`src/rtl/pc_sequencer.sv`:
```
// Fetch-PC sequencer: keeps the fetch address, predicts the next PC, and
// tracks run / return-wait / halt / error status for the fetch stage.
module pc_sequencer #(
    parameter logic [63:0] RESET_PC = 64'h0
) (
    input  logic        clk_i,
    input  logic        rst_i,
    input  logic [3:0]  icode_i,
    input  logic [63:0] valC_i,
    input  logic [63:0] valP_i,
    input  logic        instr_valid_i,
    input  logic        imem_error_i,
    input  logic        stall_i,
    input  logic        mispredict_i,
    input  logic [63:0] mispredict_pc_i,
    input  logic        ret_valid_i,
    input  logic [63:0] ret_pc_i,
    output logic [63:0] pc_o,
    output logic        fetch_valid_o,
    output logic [63:0] pred_pc_o,
    output logic [2:0]  stat_o,
    output logic [31:0] fetch_count_o
);

    typedef enum logic [1:0] {
        S_RUN,
        S_RET_WAIT,
        S_HALT,
        S_ERR
    } state_e;

    localparam logic [2:0] STAT_AOK = 3'd1;
    localparam logic [2:0] STAT_HLT = 3'd2;
    localparam logic [2:0] STAT_ADR = 3'd3;
    localparam logic [2:0] STAT_INS = 3'd4;

    localparam logic [3:0] IC_HALT = 4'h0;
    localparam logic [3:0] IC_JXX  = 4'h7;
    localparam logic [3:0] IC_CALL = 4'h8;
    localparam logic [3:0] IC_RET  = 4'h9;

    state_e      state_q, state_d;
    logic [63:0] pc_q, pc_d;
    logic [2:0]  stat_q, stat_d;
    logic [31:0] count_q, count_d;
    logic        fetch_accept;

    // Jumps and calls are predicted taken; everything else falls through.
    assign pred_pc_o     = (icode_i == IC_JXX || icode_i == IC_CALL) ? valC_i : valP_i;
    assign fetch_accept  = (state_q == S_RUN) && !stall_i && !mispredict_i;
    assign fetch_valid_o = fetch_accept;
    assign pc_o          = pc_q;
    assign stat_o        = stat_q;
    assign fetch_count_o = count_q;

    always_comb begin
        state_d = state_q;
        pc_d    = pc_q;
        stat_d  = stat_q;
        count_d = count_q;
        if (mispredict_i) begin
            pc_d    = mispredict_pc_i;
            state_d = S_RUN;
            stat_d  = STAT_AOK;
        end else begin
            case (state_q)
                S_RET_WAIT: begin
                    if (ret_valid_i) begin
                        pc_d    = ret_pc_i;
                        state_d = S_RUN;
                    end
                end
                S_RUN: begin
                    if (fetch_accept) begin
                        // A bad address outranks an illegal opcode.
                        if (imem_error_i) begin
                            state_d = S_ERR;
                            stat_d  = STAT_ADR;
                        end else if (!instr_valid_i) begin
                            state_d = S_ERR;
                            stat_d  = STAT_INS;
                        end else begin
                            count_d = count_q + 32'd1;
                            if (icode_i == IC_HALT) begin
                                state_d = S_HALT;
                                stat_d  = STAT_HLT;
                            end else if (icode_i == IC_RET) begin
                                state_d = S_RET_WAIT;
                            end else begin
                                pc_d = pred_pc_o;
                            end
                        end
                    end
                end
                default: begin
                end
            endcase
        end
    end

    always_ff @(posedge clk_i) begin
        if (rst_i) begin
            state_q <= S_RUN;
            pc_q    <= RESET_PC;
            stat_q  <= STAT_AOK;
            count_q <= 32'd0;
        end else begin
            state_q <= state_d;
            pc_q    <= pc_d;
            stat_q  <= stat_d;
            count_q <= count_d;
        end
    end

endmodule

```
`config.mk`:
```
export PLATFORM = sky130hd
export DESIGN_NAME = pc_sequencer
export DESIGN_NICKNAME = d
export VERILOG_FILES = /design/src/rtl/pc_sequencer.sv
export SDC_FILE = /design/constraint.sdc
export NUM_CORES = 1
export LEC_CHECK = 0
export BUFFER_PORTS_ARGS = -buffer_cell sky130_fd_sc_hd__buf_2
export CORE_AREA = 2 2 166 168
export CTS_BUF_LIST = sky130_fd_sc_hd__clkbuf_4
export CTS_CLUSTER_DIAMETER = 60
export CTS_CLUSTER_SIZE = 8
export DETAILED_ROUTE_END_ITERATION = 12
export DIE_AREA = 0 0 168 170
export SLEW_MARGIN = 40
export SYNTH_ARGS = -nofsm -noshare
export SYNTH_HDL_FRONTEND = slang
export SYNTH_SLANG_ARGS = --single-unit
```
`constraint.sdc`:
```
create_clock -name clk_i -period 2.35 [get_ports clk_i]
set_input_delay 0.235 -clock clk_i [delete_from_list [all_inputs] [get_ports clk_i]]
set_output_delay 0.235 -clock clk_i [all_outputs]
set_load 0.03 [all_outputs]
```
==> results of run 1 <==
==> flip-flops by register name, indices dropped and copies added, names as in the netlist <==
| name | count |
|---|---|
| pc_o | 64 |
| state_q | 2 |
| stat_o | 3 |
| fetch_count_o | 32 |
==> cell usage after synthesis (all sizes together) (5+ instances only) <==
cell	number	share of area (%)
a21oi	19	1.2
a221o	63	8.1
and3	7	0.57
and4	5	0.57
clkbuf	111	5.4
dfxtp	101	26
inv	9	0.44
nand2	11	0.53
nand2b	64	5.2
nand3	11	0.71
nand4	14	1.3
nor2	93	4.5
nor3	7	0.45
nor4	5	0.40
nor4bb	63	8.1
o2111a	63	9.2
o21ai	74	4.8
o221a	63	9.2
o22a	64	7.2
or3	7	0.57
or4	5	0.48
xnor2	12	1.4
xor2	8	0.90
==> cell type report <==
| type | count | share of cell area [%] |
|---|---|---|
| clock buffer | 9 | 0.5764 |
| sequential | 101 | 17.26 |
| antenna | 12 | 0.2562 |
| timing repair buffer | 542 | 27.95 |
| tap | 341 | 3.640 |
| inverter | 10 | 0.4270 |
| multi-input combinational | 682 | 49.12 |
| clock inverter | 7 | 0.7686 |
==> power breakdown <==
group | internal (mW) | switching, mW | total, mW
sequential | 1.83 | 0.0622 | 1.89
clock | 0.261 | 0.830 | 1.09
combinational | 0.924 | 1.28 | 2.20
total | 3.01 | 2.17 | 5.18
==> worst min path at each step <==
stage,start,end,cells after the start
2_1_floorplan,mispredict_pc_i[63],pc_o[63],1
3_3_place_gp,mispredict_pc_i[57],pc_o[57],2
3_5_place_dp,mispredict_pc_i[50],pc_o[50],2
4_1_cts,instr_valid_i,stat_o[2],4
5_1_grt,instr_valid_i,stat_o[1],3
6_report,ret_pc_i[30],pc_o[30],4
==> logic make-up after synthesis <==
group / share of synthesized area [%]
AND/OR/NAND/NOR: 24.21
AO/OA/AOI/OAI: 41.13
adder cells (fa/ha/maj): 0.1615
XOR/XNOR: 2.261
buffers and inverters: 6.137
flip-flops: 26.10
==> placed cells by master, fill, tap and decap left out, types with 3 or more instances in the layout <==
| cell | synthesis | layout |
|---|---|---|
| a21oi_1 | 19 | 19 |
| a221o_1 | 63 | 63 |
| and3_1 | 7 | 7 |
| and4_1 | 5 | 5 |
| buf_12 | 0 | 9 |
| buf_2 | 0 | 428 |
| buf_4 | 0 | 39 |
| clkbuf_4 | 0 | 9 |
| clkinv_8 | 0 | 5 |
| dfxtp_1 | 101 | 100 |
| diode_2 | 0 | 12 |
| dlygate4sd3_1 | 0 | 66 |
| inv_1 | 8 | 8 |
| nand2_1 | 11 | 10 |
| nand2b_1 | 64 | 64 |
| nand3_1 | 11 | 11 |
| nand4_1 | 13 | 13 |
| nor2_1 | 93 | 91 |
| nor3_1 | 7 | 7 |
| nor4_1 | 5 | 5 |
| nor4bb_1 | 63 | 63 |
| o2111a_1 | 63 | 63 |
| o21ai_0 | 74 | 74 |
| o221a_2 | 63 | 12 |
| o221a_4 | 0 | 51 |
| o221ai_1 | 3 | 3 |
| o22a_1 | 64 | 64 |
| o31ai_1 | 3 | 3 |
| or3_1 | 7 | 7 |
| or4_1 | 5 | 3 |
| xnor2_1 | 12 | 12 |
| xor2_1 | 8 | 8 |
==> routing by layer <==
| metal | part of all wire [%] | wire [µm] | GRT usage, % |
|---|---|---|---|
| met5 | 0 | 0 | 0 |
| met4 | 2.0 | 723 | 7.713 |
| met3 | 6.5 | 2337 | 5.163 |
| met2 | 49 | 17610 | 41.29 |
| met1 | 43 | 15280 | 29.25 |
==> through the flow <==
step                instances  setup TNS [ps]  worst slack (ps)
floorplan                 906          -61.40            -8.772
global placement         1610          -144.4            -105.7
detailed placement       1610          -99.67            -58.86
CTS                      1692               0             7.497
global route             1702          -2.598            -1.313
finish                   1704               0             105.1
==> worst max-delay path: cells and delay by family, from the launching register on <==
| family | cells | cell delay [ps] |
|---|---|---|
| AO/OA/AOI/OAI | 2 | 820 |
| buffers and inverters | 3 | 620 |
| flip-flops | 1 | 350 |
| AND/OR/NAND/NOR | 2 | 340 |
==> repair_timing <==
item	CTS	global route
pin swaps	0	0
resized for setup	1	2
endpoints found under the hold margin	65	0
setup endpoints to repair	2	44
hold buffers	66	0
==> results.json, run 1 <==
{
  "clk_pin_slew_worst_paths_ps": 260,
  "grt_max_degree": 128,
  "cts_root_buf": "clkbuf_4",
  "finalPower_mw": 5.184,
  "nets": 1614,
  "clkSinkCount": 101,
  "htree_levels": 3,
  "io_pins": 431,
  "fmax_mhz": 445.5,
  "via_count": 9695,
  "critPathMaxStageDelay_ps": 450,
  "grt_pass1_wl_um": 53720,
  "grt_usage_pct": 23.77,
  "die_area_um2": 28560,
  "syn-instance-count": 906,
  "fin_crit_ps": 2245,
  "clockBufferDepth": 2,
  "status": "completed",
  "ys_warn_count": 0,
  "antenna_found_initial": 12,
  "arrival_ps": 2650,
  "startpoint": "state_q[0]",
  "multiInputGateArea_um2": 5758,
  "hp-class": "in2reg",
  "ys_types": 45,
  "hold_ws_ps": 114.0,
  "die_x_um": 168,
  "synth_nets": 1174,
  "slew_viol_final": 0,
  "routabilityCongestion": 0.8524,
  "reg2reg_to": "pc_o[7]",
  "insertion_delay_ps": 530,
  "seq_area_frac_synth_pct": 26.10,
  "drive_gt1_share_pct": 42.26,
  "rows": 60,
  "via_per_inst": 5.690,
  "cp-end-kind": "register",
  "drv_cap": 0,
  "crit_chain": "buf_4 > or2_4 > o41ai_4 > buf_12 > nor2_4 > buf_12 > a221o_1",
  "grt_pass1_vias": 9388,
  "crit_required_ps": 2760,
  "synth_edf_count": 0,
  "ir_drop_mv": 0.3611,
  "regArea_um2": 2023,
  "cp-endpoint": "pc_o[7]",
  "post_cts_buffers": 0,
  "floorplan.initialDensity_pct": 29.07,
  "fin_area_um2": 11720,
  "dp_hpwl_um": 25040,
  "fin_skew_ps": 64.24,
  "critPathSlowestCell": "o41ai_4",
  "drt-pass1-iter-count": 5,
  "tightest_slew_ps": 778.7,
  "core-area_um2": 26650,
  "crit_type": "reg2reg",
  "wl_per_cell_um": 21.10,
  "antenna_left": 0,
  "crit_top_cell": "buf_12",
  "ys_seq_elements": 101,
  "cts_tree": "built",
  "hold_viol_final": 0,
  "worstPathMaxFanout": 41,
  "wl_um": 35960,
  "drt_iter0_drc": 740,
  "leakage_nw": 5.110,
  "placed_area_um2": 10850,
  "io_buffers": 430,
  "r2r_slack_ps": 110,
  "ys_async_sr_fraction_pct": 0,
  "final_util_pct": 43.98,
  "synthFlopType": "dfxtp_1",
  "p_per_area_nw_per_um2": 442.3,
  "period_share_pct": 95.53,
  "setup_viol": 0,
  "route.detailed.drc": 0,
  "grt-ovfl-total": 0,
  "postSynthAreaPerCell_um2": 8.551,
  "r2r_cells": 7,
  "reg2reg_from": "state_q[0]",
  "area_growth_pct": 51.29,
  "die_h_um": 170,
  "slew_headroom_pct": 48.09,
  "numCtsBuffers": 9,
  "syn-cell-area_um2": 7747,
  "fillerInstances": 2625,
  "start_kind": "register"
}
Note: power is estimated with default switching activity, not from simulation.
==> inputs of run 2 (changes only) <==
- ABC_AREA: unset -> 1
- CORE_AREA: 2 2 166 168 -> unset
- CORE_MARGIN: unset -> 10
- CORE_UTILIZATION: unset -> 35
- DIE_AREA: 0 0 168 170 -> unset
- PLACE_DENSITY: unset -> 0.69
==> results.json, run 2 <==
{
  "numCtsBuffers": 9,
  "drt_iter0_drc": 1011,
  "via_count": 9969,
  "clockBufferDepth": 2,
  "postSynthAreaPerCell_um2": 5.514,
  "antenna_left": 0,
  "grt_pass1_wl_um": 54110,
  "synthFlopType": "dfxtp_1",
  "drt-pass1-iter-count": 6,
  "drive_gt1_share_pct": 27.45,
  "crit_top_cell": "nand2_1",
  "fin_skew_ps": 26.64,
  "tightest_slew_ps": 745.3,
  "synth_area_leaders": "dfxtp_1, nand2_1, nand3_1, nor2_1, inv_1",
  "crit_chain": "dlygate4sd3_1 > buf_2 > inv_2 > nand2_1 > a21oi_1 > nand3_2 > nand2_2 > buf_4 > nand3_1 > nand2_1 > inv_1",
  "critPathBufInv": 5,
  "ys_types": 30,
  "synth_nets": 1624,
  "htree_levels": 3,
  "fin_crit_ps": 1962,
  "min_from": "mispredict_pc_i[47]",
  "seq_power_share_pct": 40.3,
  "layout_commonest_cell": "nand2_1",
  "synth_edf_count": 0,
  "final_util_pct": 47.94,
  "core-area_um2": 21020,
  "synthMostInstantiatedCell": "nand2_1",
  "ys_async_sr_fraction_pct": 0,
  "slew_viol_final": 0,
  "tns_ps": 0,
  "die_area_um2": 27610,
  "routabilityCongestion": 0.9447,
  "clk_pin_slew_worst_paths_ps": 160,
  "finalWorstSetupSlack_ps": 388.2,
  "yosys.area.top_type_share_pct": 27.04,
  "cp_top_family": "buffers and inverters",
  "drv_cap": 0,
  "yosysTopAreaCell": "dfxtp_1",
  "ys_warn_count": 0,
  "via_per_inst": 4.899,
  "grt-ovfl-total": 0,
  "insertion_delay_ps": 490,
  "reg2reg_from": "state_q[0]",
  "route.detailed.drc": 0,
  "yosys-top-cells-count": "nand2_1, nor2_1, nand3_1",
  "dp_hpwl_um": 28440,
  "place_ws_ps": 418.1,
  "post_cts_buffers": 0,
  "status": "completed",
  "startpoint": "imem_error_i",
  "ys_seq_elements": 101,
  "clkSinkCount": 101,
  "syn-cell-area_um2": 7477,
  "slew_headroom_pct": 50.31,
  "critPathMaxStageDelay_ps": 550,
  "layout_common_cells": "nand2_1, buf_2, nor2_1, nand3_1, inv_1",
  "die_h_um": 166.2,
  "hold_viol_final": 0,
  "start_kind": "input port",
  "pwr-share-comb_pct": 39.3,
  "p_int_mw": 2.781,
  "pwr-share-clk_pct": 20.4,
  "largest_reg_flops": 64,
  "fmax_mhz": 509.7,
  "final_cells": 2035,
  "wl_per_cell_um": 17.73,
  "swShare_pct": 40.19,
  "rows": 53,
  "io_pins": 431,
  "placed_cells": 2001,
  "io_buffers": 430,
  "seq_area_frac_synth_pct": 27.04,
  "area_growth_pct": 34.79,
  "cts_tree": "built",
  "hp-class": "in2reg",
  "nets": 2015,
  "grt_usage_pct": 24.28,
  "crit_required_ps": 2750,
  "setup_viol": 0,
  "critPathSlowestCell": "dlygate4sd3_1",
  "arrival_ps": 2360,
  "r2r_slack_ps": 490,
  "antenna_found_initial": 8,
  "crit_type": "in2reg",
  "grt_max_degree": 125,
  "syn-instance-count": 1356,
  "worstPathMaxFanout": 37,
  "wl_um": 36090,
  "grt_pass1_vias": 9167,
  "p_sw_mw": 1.869,
  "floorplan.initialDensity_pct": 35.57,
  "leakage_nw": 6.117,
  "rsz0062_at_grt": "false",
  "p_per_area_nw_per_um2": 461.4,
  "cts_root_buf": "clkbuf_4",
  "cp-end-kind": "register",
  "ir_drop_mv": 0.2841,
  "period_share_pct": 83.48,
  "die_x_um": 166.2
}
## run 2: changes by cell type in the layout (fill, tap and decap cells not counted), moves of 57 or more
cell / before / now
inv_1: 8 / 158
nand3_1: 11 / 201
nor4bb_1: 63 / 0
o22a_1: 64 / 0
nand3b_1: 1 / 66
nor2_1: 91 / 203
o21ai_0: 74 / 17
nand2_1: 10 / 450
a221o_1: 63 / 0
nand2b_1: 64 / 0
o2111a_1: 63 / 0
## run 2: worst paths after layout
kind / end / cells after the start
worst max-delay path: pc_o[17] / 11
worst min-delay path: pc_o[47] / 5
worst max register to register: pc_o[59] / 7
worst min register to register: fetch_count_o[8] / 2
## run 2: stage by stage
step	hold WS, ps	instance area, µm²	total power, mW
2_1_floorplan	311.1	7477	3.036
4_1_cts	0.1469	10060	4.683
3_3_place_gp	459.3	9822	3.705
5_1_grt	32.56	10080	4.927
6_report	41.87	10080	4.650
3_5_place_dp	474.3	9822	3.715
## run 2: cells by family (layout without fill, tap and decap cells)
family          count (synthesis)  in the layout  synth area share (%)
simple gates                  959            959                 56.26
xor+xnor                        5              5                0.5856
other cells                     0              8                     0
compound gates                 42             42                 2.878
buf+inv                       248            644                 13.07
flops                         101            101                 27.04
fa+ha+maj                       1              1                0.1673
## run 2: power by group through the flow
stage	Clock, mW	Combinational, mW	Sequential, mW
final	0.949	1.83	1.87
after global routing	1.05	1.99	1.89
after CTS	0.982	1.83	1.87
after detailed placement	0	1.81	1.91
after global placement	0	1.80	1.90
after floorplan	0	0.926	2.11
## run 2: worst reg2reg max path, stage by stage, from the launching register on
cell and delay (ps):
dfxtp_1 380, nor2_4 180, buf_4 580, nand3_1 330
nand2_1 110, nand3_1 90, nand2_1 100, inv_1 40
## run 2: timing repair
| action | in CTS | in global routing |
|---|---|---|
| resized for setup | 0 | 0 |
| hold buffers | 10 | 0 |
| setup endpoints to repair | 0 | 0 |
| hold endpoints to repair | 10 | 0 |
## run 2: final cells by class
class                      count  area, µm²
tap                          275      344.1
sequential                   101       2022
fill                        2245      10940
clock buffer                  10      75.07
clock inverter                 6      61.31
antenna                        8      20.02
inverter                     172      645.6
multi-input combinational   1007       4486
timing repair buffer         456       2425
## run 2: metal layers
layer	routed length [µm]	track usage, %	vias up
met5	0	0	-
met4	598	5.277	0
met3	3332	7.359	45
met2	18000	42.29	431
met1	14160	28.60	4509
li1	-	-	4984
==> inputs of run 3 (changes only) <==
- PLACE_DENSITY: 0.69 -> 0.66
- clock period: 2.35 -> 2 ns (I/O delays scaled with it)
==> results.json, run 3 (same netlist as run 2, synthesis figures left out) <==
{
  "crit_required_ps": 2400,
  "start_kind": "input port",
  "ir_drop_mv": 0.2659,
  "clockBufferDepth": 2,
  "fin_crit_ps": 1820,
  "leakage_nw": 6.338,
  "via_count": 10028,
  "period_share_pct": 90.99,
  "fin_skew_ps": 39.76,
  "crit_type": "in2reg",
  "wl_per_cell_um": 18.41,
  "cp-end-kind": "register",
  "crit_chain": "dlygate4sd3_1 > buf_2 > inv_2 > nand2_1 > a21oi_1 > nand3_2 > nand2_2 > buf_12 > nand3_1 > nand2_1 > inv_1",
  "fin_area_um2": 10630,
  "route.detailed.drc": 0,
  "finalWorstSetupSlack_ps": 180.3,
  "floorplan.initialDensity_pct": 35.57,
  "layout_commonest_cell": "nand2_1",
  "nets": 2064,
  "drt-pass1-iter-count": 5,
  "placed_cells": 2005,
  "rows": 53,
  "antenna_found_initial": 13,
  "wl_um": 38430,
  "io_pins": 431,
  "grt_usage_pct": 26.03,
  "area_growth_pct": 42.10,
  "finalPower_mw": 5.546,
  "hp-class": "in2reg",
  "drt_iter0_drc": 784,
  "grt_max_degree": 125,
  "drive_gt1_share_pct": 26.99,
  "fillerInstances": 2272,
  "routabilityCongestion": 0.9933,
  "swShare_pct": 41.67,
  "post_cts_buffers": 0,
  "grt_pass1_vias": 9598,
  "die_x_um": 166.2,
  "placed_area_um2": 9915,
  "antenna_left": 0,
  "setup_viol": 0,
  "insertion_delay_ps": 500,
  "drv_cap": 0,
  "cts_root_buf": "clkbuf_4",
  "slew_headroom_pct": 61.75,
  "final_util_pct": 50.54,
  "grt-ovfl-total": 0,
  "pwr-share-clk_pct": 19.8,
  "r2r_slack_ps": 220,
  "hold_viol_final": 0,
  "seq_power_share_pct": 39.7,
  "clkSinkCount": 101,
  "dp_hpwl_um": 30460,
  "htree_levels": 3,
  "p_int_mw": 3.235,
  "arrival_ps": 2220,
  "die_area_um2": 27610,
  "status": "completed",
  "p_per_area_nw_per_um2": 521.9,
  "p_sw_mw": 2.311,
  "place_ws_ps": 216.9,
  "tightest_slew_ps": 573.7,
  "critPathSlowestCell": "dlygate4sd3_1",
  "fmax_mhz": 549.5,
  "final_cells": 2087,
  "hold_ws_ps": 49.23,
  "slew_viol_final": 0,
  "numCtsBuffers": 9,
  "crit_top_cell": "nand2_1",
  "largest_reg_flops": 64,
  "rsz0062_at_grt": "false",
  "die_h_um": 166.2,
  "via_per_inst": 4.805,
  "pwr-share-comb_pct": 40.5,
  "worstPathMaxFanout": 69,
  "grt_pass1_wl_um": 57300,
  "tns_ps": 0,
  "critPathMaxStageDelay_ps": 530,
  "io_buffers": 430,
  "layout_common_cells": "nand2_1, buf_2, nor2_1, nand3_1, inv_1",
  "cts_tree": "built",
  "clk_pin_slew_worst_paths_ps": 170,
  "core-area_um2": 21020
}
-- run 3: changes by cell type in the layout (fill, tap and decap cells not counted), sizes merged --
| cell | delta |
|---|---|
| buf | +4 |
| bufinv | -1 |
| clkinv | -1 |
| clkbuf | -1 |
| clkinvlp | +1 |
| inv | +2 |
| dlygate4sd3 | +45 |
| diode | +3 |
-- run 3: final cells by class --
class                   instances  area (µm²)  area share, %
inverters                     172       645.6          6.076
flip-flops and latches        101        2022          19.03
diodes                         11       27.53         0.2591
multi-input cells            1007        4486          42.22
clock buffers                   9       67.56         0.6359
well taps                     275       344.1          3.238
clock inverters                 7       65.06         0.6123
repair buffers                505        2968          27.93
-- run 3: power by group through the flow --
stage	Clock, mW	Sequential [mW]	Combinational (mW)
5_1_grt	1.21	2.22	2.45
2_1_floorplan	0	2.48	1.09
3_3_place_gp	0	2.23	2.15
6_report	1.10	2.20	2.25
4_1_cts	1.14	2.20	2.26
3_5_place_dp	0	2.24	2.16
-- run 3: path summary, 6_finish.rpt --
check / from / to / depth (start not counted)
hold / removal: mispredict_pc_i[31] / pc_o[31] / 4
hold reg to reg: stat_o[0] / stat_o[0] / 2
setup / recovery: imem_error_i / pc_o[3] / 11
setup reg to reg: fetch_count_o[1] / fetch_count_o[24] / 8
-- run 3: critical path: cells and delay by family --
| kind | cells | cell delay [ps] |
|---|---|---|
| and+or+nand+nor | 5 | 640 |
| buffers and inverters | 5 | 1030 |
| AOI/OAI and AO/OA | 1 | 280 |
-- run 3: layer usage --
layer | global-route usage [%] | wire (µm)
met2 | 45.63 | 19440
met3 | 7.596 | 3036
met1 | 29.49 | 14980
met5 | 0 | 34
met4 | 8.667 | 927
-- run 3: repair_timing --
| action | 4_1_cts | 5_1_grt |
|---|---|---|
| gates resized for setup | 0 | 0 |
| hold buffers | 55 | 0 |
| hold endpoints to repair | 56 | 0 |
| endpoints found under the setup margin | 0 | 0 |
